### src/rtl/sam_pkg.sv
// Shared types and helpers for the SAM streaming datapath.
// Holds the sample width, the signed sample type and the ReLU helper.
package sam_pkg;

    localparam int DATA_W = 32;

    typedef logic signed [DATA_W-1:0] sam_data_t;

    // Most-negative sample; identity element for a signed max.
    localparam sam_data_t SAM_MIN = {1'b1, {(DATA_W-1){1'b0}}};

    function automatic sam_data_t sam_relu(input sam_data_t value);
        return value[DATA_W-1] ? sam_data_t'({DATA_W{1'b0}}) : value;
    endfunction

endpackage

### src/rtl/sam_pool_if.sv
// Sample stream into and pooled stream out of sam_pool.
// The master drives samples and observes pooled results; the slave is the pool.
interface sam_pool_if;
    import sam_pkg::*;

    sam_data_t Data_in;
    logic      Valid_In;
    logic      Last_Data_In;
    sam_data_t Data_Out;
    logic      Valid_Out;
    logic      Last_Data_Out;

    modport master (
        output Data_in, Valid_In, Last_Data_In,
        input  Data_Out, Valid_Out, Last_Data_Out
    );

    modport slave (
        input  Data_in, Valid_In, Last_Data_In,
        output Data_Out, Valid_Out, Last_Data_Out
    );
endinterface

### src/rtl/sam_max_tree.sv
// Combinational signed maximum over N lanes.
// Disabled lanes contribute the most-negative value, so they never win.
module sam_max_tree
    import sam_pkg::*;
#(
    parameter int N = 2
) (
    input  sam_data_t      data [N],
    input  logic [N-1:0]   en,
    output sam_data_t      max_val
);

    // Running signed maximum across the enabled lanes
    always_comb begin
        max_val = SAM_MIN;
        for (int i = 0; i < N; i++) begin
            max_val = (en[i] && (data[i] > max_val)) ? data[i] : max_val;
        end
    end

endmodule

### src/rtl/sam_pool.sv
// Streaming 1-D max-pool with optional ReLU and partial-window flush at frame end.
// One-cycle latency: the result is registered on the edge accepting the completing sample.
module sam_pool
    import sam_pkg::*;
#(
    parameter int POOL_SIZE   = 2,
    parameter int POOL_STRIDE = 2,
    parameter bit RELU_EN     = 1'b1
) (
    input  logic        Clk,
    input  logic        Rst,
    sam_pool_if.slave   bus
);

    localparam int FILL_W = $clog2(POOL_SIZE + 1);

    if ((POOL_SIZE < 1) || (POOL_SIZE > 8) || (POOL_STRIDE < 1) || (POOL_STRIDE > POOL_SIZE)) begin : g_param_check
        $error("sam_pool: need 1 <= POOL_STRIDE <= POOL_SIZE <= 8");
    end

    sam_data_t              win_buf_r [POOL_SIZE];
    logic [FILL_W-1:0]      fill_r;
    sam_data_t              data_out_r;
    logic                   valid_out_r;
    logic                   last_out_r;

    sam_data_t              lane_s [POOL_SIZE];
    logic [POOL_SIZE-1:0]   lane_en_s;
    logic [FILL_W-1:0]      fill_n_s;
    logic                   emit_s;
    logic                   fire_s;
    sam_data_t              max_s;
    sam_data_t              result_s;

    // Window view: lane 0 is the incoming sample, lane i the sample i steps older
    always_comb begin
        fill_n_s = fill_r + FILL_W'(1);
        lane_s[0] = bus.Data_in;
        for (int i = 1; i < POOL_SIZE; i++) begin
            lane_s[i] = win_buf_r[i-1];
        end
        for (int i = 0; i < POOL_SIZE; i++) begin
            lane_en_s[i] = (FILL_W'(i) < fill_n_s);
        end
    end

    sam_max_tree #(
        .N       (POOL_SIZE)
    ) u_max_tree (
        .data    (lane_s),
        .en      (lane_en_s),
        .max_val (max_s)
    );

    // A full window emits; a frame end emits whatever partial window is held
    always_comb begin
        emit_s = (fill_n_s == FILL_W'(POOL_SIZE));
        fire_s = emit_s || bus.Last_Data_In;
        if (RELU_EN) begin
            result_s = sam_relu(max_s);
        end else begin
            result_s = max_s;
        end
    end

    // Window buffer, fill count and registered outputs
    always_ff @(posedge Clk or posedge Rst) begin
        if (Rst) begin
            for (int i = 0; i < POOL_SIZE; i++) begin
                win_buf_r[i] <= {DATA_W{1'b0}};
            end
            fill_r      <= {FILL_W{1'b0}};
            data_out_r  <= {DATA_W{1'b0}};
            valid_out_r <= 1'b0;
            last_out_r  <= 1'b0;
        end else if (bus.Valid_In) begin
            win_buf_r[0] <= bus.Data_in;
            for (int i = 1; i < POOL_SIZE; i++) begin
                win_buf_r[i] <= win_buf_r[i-1];
            end
            if (bus.Last_Data_In) begin
                fill_r <= {FILL_W{1'b0}};
            end else if (emit_s) begin
                fill_r <= FILL_W'(POOL_SIZE - POOL_STRIDE);
            end else begin
                fill_r <= fill_n_s;
            end
            if (fire_s) begin
                data_out_r <= result_s;
            end else begin
                data_out_r <= data_out_r;
            end
            valid_out_r <= fire_s;
            last_out_r  <= bus.Last_Data_In;
        end else begin
            valid_out_r <= 1'b0;
            last_out_r  <= 1'b0;
        end
    end

    assign bus.Data_Out      = data_out_r;
    assign bus.Valid_Out     = valid_out_r;
    assign bus.Last_Data_Out = last_out_r;

endmodule

### src/flat_wrapper.sv
// flat-port wrapper written by rule: the top's interface ports become plain ports
module sam_pool_flat import sam_pkg::*;
#(
    parameter int POOL_SIZE   = 2,
    parameter int POOL_STRIDE = 2,
    parameter bit RELU_EN     = 1'b1
)
  (Clk, Rst, bus_Data_in, bus_Valid_In, bus_Last_Data_In, bus_Data_Out, bus_Valid_Out, bus_Last_Data_Out);
  sam_pool_if bus_i ();
  input  logic Clk;
  input  logic Rst;
  input wire logic [$bits(bus_i.Data_in)-1:0] bus_Data_in;
  input wire logic [$bits(bus_i.Valid_In)-1:0] bus_Valid_In;
  input wire logic [$bits(bus_i.Last_Data_In)-1:0] bus_Last_Data_In;
  output wire logic [$bits(bus_i.Data_Out)-1:0] bus_Data_Out;
  output wire logic [$bits(bus_i.Valid_Out)-1:0] bus_Valid_Out;
  output wire logic [$bits(bus_i.Last_Data_Out)-1:0] bus_Last_Data_Out;
  assign bus_i.Data_in = bus_Data_in;
  assign bus_i.Valid_In = bus_Valid_In;
  assign bus_i.Last_Data_In = bus_Last_Data_In;
  assign bus_Data_Out = bus_i.Data_Out;
  assign bus_Valid_Out = bus_i.Valid_Out;
  assign bus_Last_Data_Out = bus_i.Last_Data_Out;
  sam_pool #(.POOL_SIZE(POOL_SIZE), .POOL_STRIDE(POOL_STRIDE), .RELU_EN(RELU_EN)) u_core (.Clk(Clk), .Rst(Rst), .bus(bus_i));
endmodule
### config.mk
export PLATFORM = sky130hd
export DESIGN_NAME = sam_pool_flat
export DESIGN_NICKNAME = d
export VERILOG_FILES = /design/src/rtl/sam_pkg.sv /design/src/rtl/sam_pool_if.sv /design/src/rtl/sam_max_tree.sv /design/src/rtl/sam_pool.sv /design/src/flat_wrapper.sv
export SDC_FILE = /design/constraint.sdc
export NUM_CORES = 1
export LEC_CHECK = 0
export CORE_ASPECT_RATIO = 1.4
export CORE_MARGIN = 4
export CORE_UTILIZATION = 30
export DETAILED_ROUTE_END_ITERATION = 10
export PLACE_DENSITY = 0.47
export SYNTH_ARGS = -nofsm -noshare
export SYNTH_HDL_FRONTEND = slang
export SYNTH_SLANG_ARGS = --single-unit
### constraint.sdc
create_clock -name Clk -period 4.4 [get_ports Clk]
set_input_delay 1.32 -clock Clk [delete_from_list [all_inputs] [get_ports Clk]]
set_output_delay 1.32 -clock Clk [all_outputs]
set_load 0.05 [all_outputs]
# --- Word-level counts from Yosys, hierarchy flattened ---
# Index checks and enable logic that the tools add are counted.
word_totals:
  ff_bits: 68
  output_inout_bits: 34
classes:
  addsub: 1
  reduce_logical: 4
  n_mux: 7
  n_lt_le_gt_ge: 4
  n_eq_ne: 1
op_table:
  columns: ["operator", "n"]
  rows:
  - ["2-to-1 mux 32 bit", 2]
  - ["greater-than comparator 32 bit", 1]
  - ["greater-than comparator 32 bit, second input constant", 1]
  - ["2-to-1 mux 31 bit", 1]
  - ["less-than comparator 1 x 2 -> 1 bit, first input constant", 2]
  - ["2-to-1 mux 2 bit", 2]
  - ["adder 2 x 1 -> 2 bit, second input constant", 1]
  - ["== test 2 bit, second input constant", 1]
  - ["logical AND 1 bit", 2]
  - ["2-to-1 mux 1 bit", 2]
  - ["AND reduction 2 bit", 1]
  - ["logical OR 1 bit", 1]

# --- Depth between registers and ports, before layout ---
logic_depth:
  depth_word: 8
  ltp_mapped: 15
  mapped_depth_nobuf: 13

# --- Hierarchy ---
# From an unflattened synthesis, not the netlist that was laid out.
hier_totals:
  hier_cells: 619
  hier_area_um2: 6322.3
modules_own_cells:
  columns: ["mod", "cells_each", "seq_area_each_um2", "instances", "area_each_um2"]
  rows:
  - ["sam_max_tree", 432, 0.0, 1, 3419.5]
  - ["sam_pool", 187, 1676.6, 1, 2902.8]

# --- Least setup slack after synthesis ---
# OpenSTA, ideal clock, no wires.
synth_path:
  kind: "input port to flip-flop"
  from: "input port bus_Data_in[0]"
  to: "register u_core.data_out_r[10], in the netlist u_core.bus.Data_Out[10]"
  setup_time_ns: 0.126
  arrival_time_ns: 3.993
  path_buffers: 2
  path_slack_ns: 0.281
  path_stages: 15
  path_cell_list: "nor4b_1 > nand4_1 > nor2_1 > nor2_1 > clkbuf_1 > nand2_1 > ha_1 > a21oi_1 > nand2_1 > a221o_1 > a211o_1 > o2111ai_2 > o31ai_2 > buf_6 > a221o_1"
synth_between:
  elab_chain_len: 7
synth_rtl:
  columns: ["element", "line", "source"]
  rows:
  - ["start: declaration", "flat_wrapper.sv:12", "input wire logic [$bits(bus_i.Data_in)-1:0] bus_Data_in;"]
  - ["greater-than comparator 32 bit", "sam_max_tree.sv:17", "max_val = (en[i] && (data[i] > max_val)) ? data[i] : max_val;"]
  - ["logical AND 1 bit", "sam_max_tree.sv:17", null]
  - ["2-to-1 mux 32 bit (*)", "sam_max_tree.sv:17", null]
  - ["greater-than comparator 32 bit", "sam_max_tree.sv:17", null]
  - ["logical AND 1 bit", "sam_max_tree.sv:17", null]
  - ["2-to-1 mux 32 bit (*)", "sam_max_tree.sv:17", null]
  - ["2-to-1 mux 31 bit (*)", "sam_pkg.sv:13", "return value[DATA_W-1] ? sam_data_t'({DATA_W{1'b0}}) : value;"]
  - ["end signal: assignment", "sam_pool.sv:73", "data_out_r <= {DATA_W{1'b0}};"]
  - ["end signal: assignment", "sam_pool.sv:89", "data_out_r <= result_s;"]
  - ["end signal: assignment", "sam_pool.sv:91", "data_out_r <= data_out_r;"]
  - ["end: declaration", "sam_pool.sv:23", "sam_data_t data_out_r;"]
# Mark *: on every way between the ends. The rest lies on a longest branch, timed or not.
# A chain may end at the register's enable or synchronous reset.

# --- Final worst setup path ---
layout_path:
  from: "input port bus_Data_in[25]"
  to: "register u_core.data_out_r[5], in the netlist u_core.bus.Data_Out[5]"
# Same word-level chain as after synthesis.

==> flow_summary.ini <==
[clocking]
cts-root-buf = clkbuf_16
holdBufCountCts = 0
clock_latency_ns = 0.33
clk_pin_slew_ns = 0.05
cts_tree = built
cts_buffers = 9
htreeDepth = 3
numClockSinks = 67
clk_path_buf_depth = 2

[timing]
fin_crit_sh = 0.982
finalSetupViolCount = 0
period_minus_slack_ns = 4.32
maxSlewHeadroom = 0.518
grt_setup_unrepaired = true
hold_violations = 0
worst_pin_slew_ns = 0.723
max_freq_mhz = 231
drv_slew = 0
fin_worst_skew_ns = 0.00491

[final_layout]
fin_area_um2 = 5600
fin_util = 0.469
drive_above_1_share = 0.379
layout_commonest_cell = dfrtp_1
layout_common_cells = dfrtp_1 (67), buf_4 (56), clkdlybuf4s50_1 (36), a221o_1 (33), and2_1 (33)
n_antenna_cell = 0
nNetsFinal = 534
area_growth_pct = 51.5

[die]
start_util = 0.309
core-area_um2 = 11900
pin_count = 70
die_height_um = 139
row_count = 47
die_w_um = 102
dieArea_um2 = 14200

[critical_path]
r2r-end = u_core.bus.Data_Out[5]
crit_fanout = 6
cp.arrival_ns = 4.53
startpoint_type = input pin
r2r_start = u_core.fill_r[0]
worstSetupStartpoint = bus_Data_in[25]
r2r_cells = 16
crit_end = u_core.bus.Data_Out[5]
path_class = in -> reg
regToRegSetupSlack_ns = 1.01
end_kind = register
required_ns = 4.61

[synth]
syn_area_per_cell_um2 = 11.2
syn_area_um2 = 3690
ys_warn_count = 0
synth_cells = 329
syn_nets = 400
ys_seq_area_frac = 0.454
ys_ff_latch = 67
yosysUniqueCellTypes = 34

[grt]
grt_pass1_vias = 3393
grt_pass1_wl_mm = 17.8
grt_usage = 0.163
antenna_found_initial = 0
grt_max_degree = 68
globalRouteOverflowTotal = 0

[outcome]
status = completed

[pwr]
ir_drop_uv = 213
finalPower_mw = 2.26
pwr_density_cell_nw_per_um2 = 405
power.leakage_nw = 2.52

[place]
gp_congestion = 0.772
place_area_um2 = 4970
port_buffers = 68
hpwl_mm = 7.44

[route]
ant_nets = 0
drt_iter0_markers = 142
drt_pass1_iterations = 4
routed_via_density = 5.02
wire_per_inst_um = 17.6
drc = 0
routed_wl_mm = 10.8
vias = 3083

[hold_path]
hp-class = reg -> reg

[job]
maxCapViolations = 0
## registers in the layout (all words and copies together) (netlist names)
name	cells
u_core.bus.Last_Data_Out	1
u_core.lane_s	32
u_core.bus.Data_Out	31
u_core.fill_r	2
u_core.bus.Valid_Out	1
## final cells by class
type	instances	area (um2)
clock buffer	12	246
clock inverter	3	15.0
fill	1105	6340
inverter	5	18.8
multi-input combinational	240	2180
sequential	67	1680
tap	147	184
timing repair buffer	140	1270
## per-layer routing
metal	vias to the layer above	routed length [um]	global-route usage
met5	-	0	0
met4	0	165	0.0658
met3	10	291	0.0235
met2	48	5860	0.285
met1	1510	4480	0.199
li1	1515	-	-
## where the power goes
part | switching (mW) | total [mW] | leakage, nW | internal, mW
clock network | 0.256 | 0.646 | 0.132 | 0.390
logic | 0.477 | 0.833 | 1.56 | 0.356
registers | 0.0676 | 0.786 | 0.826 | 0.718
total | 0.800 | 2.26 | 2.52 | 1.46
## how the worst min path moves through the flow
stage | from | end | slack [ns] | cells past startpoint
floorplan | u_core.lane_s[0] | u_core.bus.Data_Out[0] | 0.48 | 1
global placement | u_core.lane_s[0] | u_core.bus.Data_Out[0] | 0.51 | 1
detailed placement | u_core.lane_s[0] | u_core.bus.Data_Out[0] | 0.50 | 1
CTS | u_core.lane_s[0] | u_core.bus.Data_Out[0] | 0.52 | 1
global route | u_core.lane_s[0] | u_core.bus.Data_Out[0] | 0.55 | 1
finish | u_core.lane_s[0] | u_core.bus.Data_Out[0] | 0.53 | 1
## synthesized netlist by cell type, drive strengths merged
library cell	instances	area, um2
dfrtp	67	1680
nand2	39	149
ha	35	438
a221o	33	330
and2	33	206
mux2	31	349
a21oi	14	70.1
clkbuf	10	37.5
nand4	10	68.8
nor4	10	62.6
nor2	8	30.0
buf	7	75.1
o21ai	6	30.0
inv	5	18.8
nand3	5	25.0
a21o	2	15.0
a2111oi	1	8.76
a211o	1	8.76
a31oi	1	6.26
conb	1	3.75
nand3b	1	7.51
nor2b	1	6.26
nor3	1	5.00
nor4b	1	8.76
o2111ai	1	15.0
o211ai	1	7.51
o22ai	1	6.26
o31a	1	8.76
o31ai	1	12.5
or3	1	6.26
## per-stage QoR
stage | setup WS, ns | hold slack, ns | setup TNS [ns] | std cells
finish | 0.0794 | 0.529 | 0 | 614
global route | -0.0578 | 0.549 | -1.11 | 614
CTS | 0.00403 | 0.522 | 0 | 613
detailed placement | -0.846 | 0.502 | -25.76 | 586
global placement | -0.865 | 0.507 | -26.47 | 586
floorplan | 0.281 | 0.479 | 0 | 329
## worst max-delay path, cell delays in order
cell and delay, ns:
buf_8 0.10, nor4_4 0.27, buf_4 0.16, nand4_1 0.12, nor2_2 0.19, nor2_4 0.06, buf_6 0.14, buf_6 0.12
nand2_4 0.06, ha_4 0.19, nor2b_4 0.11, o211ai_1 0.29, a2111oi_4 0.12, o31a_1 0.33, o2111ai_2 0.22, o31ai_4 0.12
buf_6 0.15, buf_12 0.13, a221o_1 0.31
## cells by family (layout without fill, tap and decap cells)
kind of cell | count (synthesis) | count (layout) | share of synthesized area
multiplexers | 31 | 31 | 0.0945
buffers and inverters | 22 | 160 | 0.0356
AO/OA/AOI/OAI | 63 | 63 | 0.141
AND/OR/NAND/NOR | 110 | 110 | 0.156
adder cells (fa/ha/maj) | 35 | 35 | 0.119
other | 1 | 1 | 0.00102
flip-flops | 67 | 67 | 0.454
## timing repair
item	in CTS	in global routing
gates resized for setup	146	17
cloned	4	1
setup buffers	10	1
setup endpoints to repair	31	31
pin swaps	26	23
hold endpoints to repair	0	0
Power figures use the tool's default switching activity.
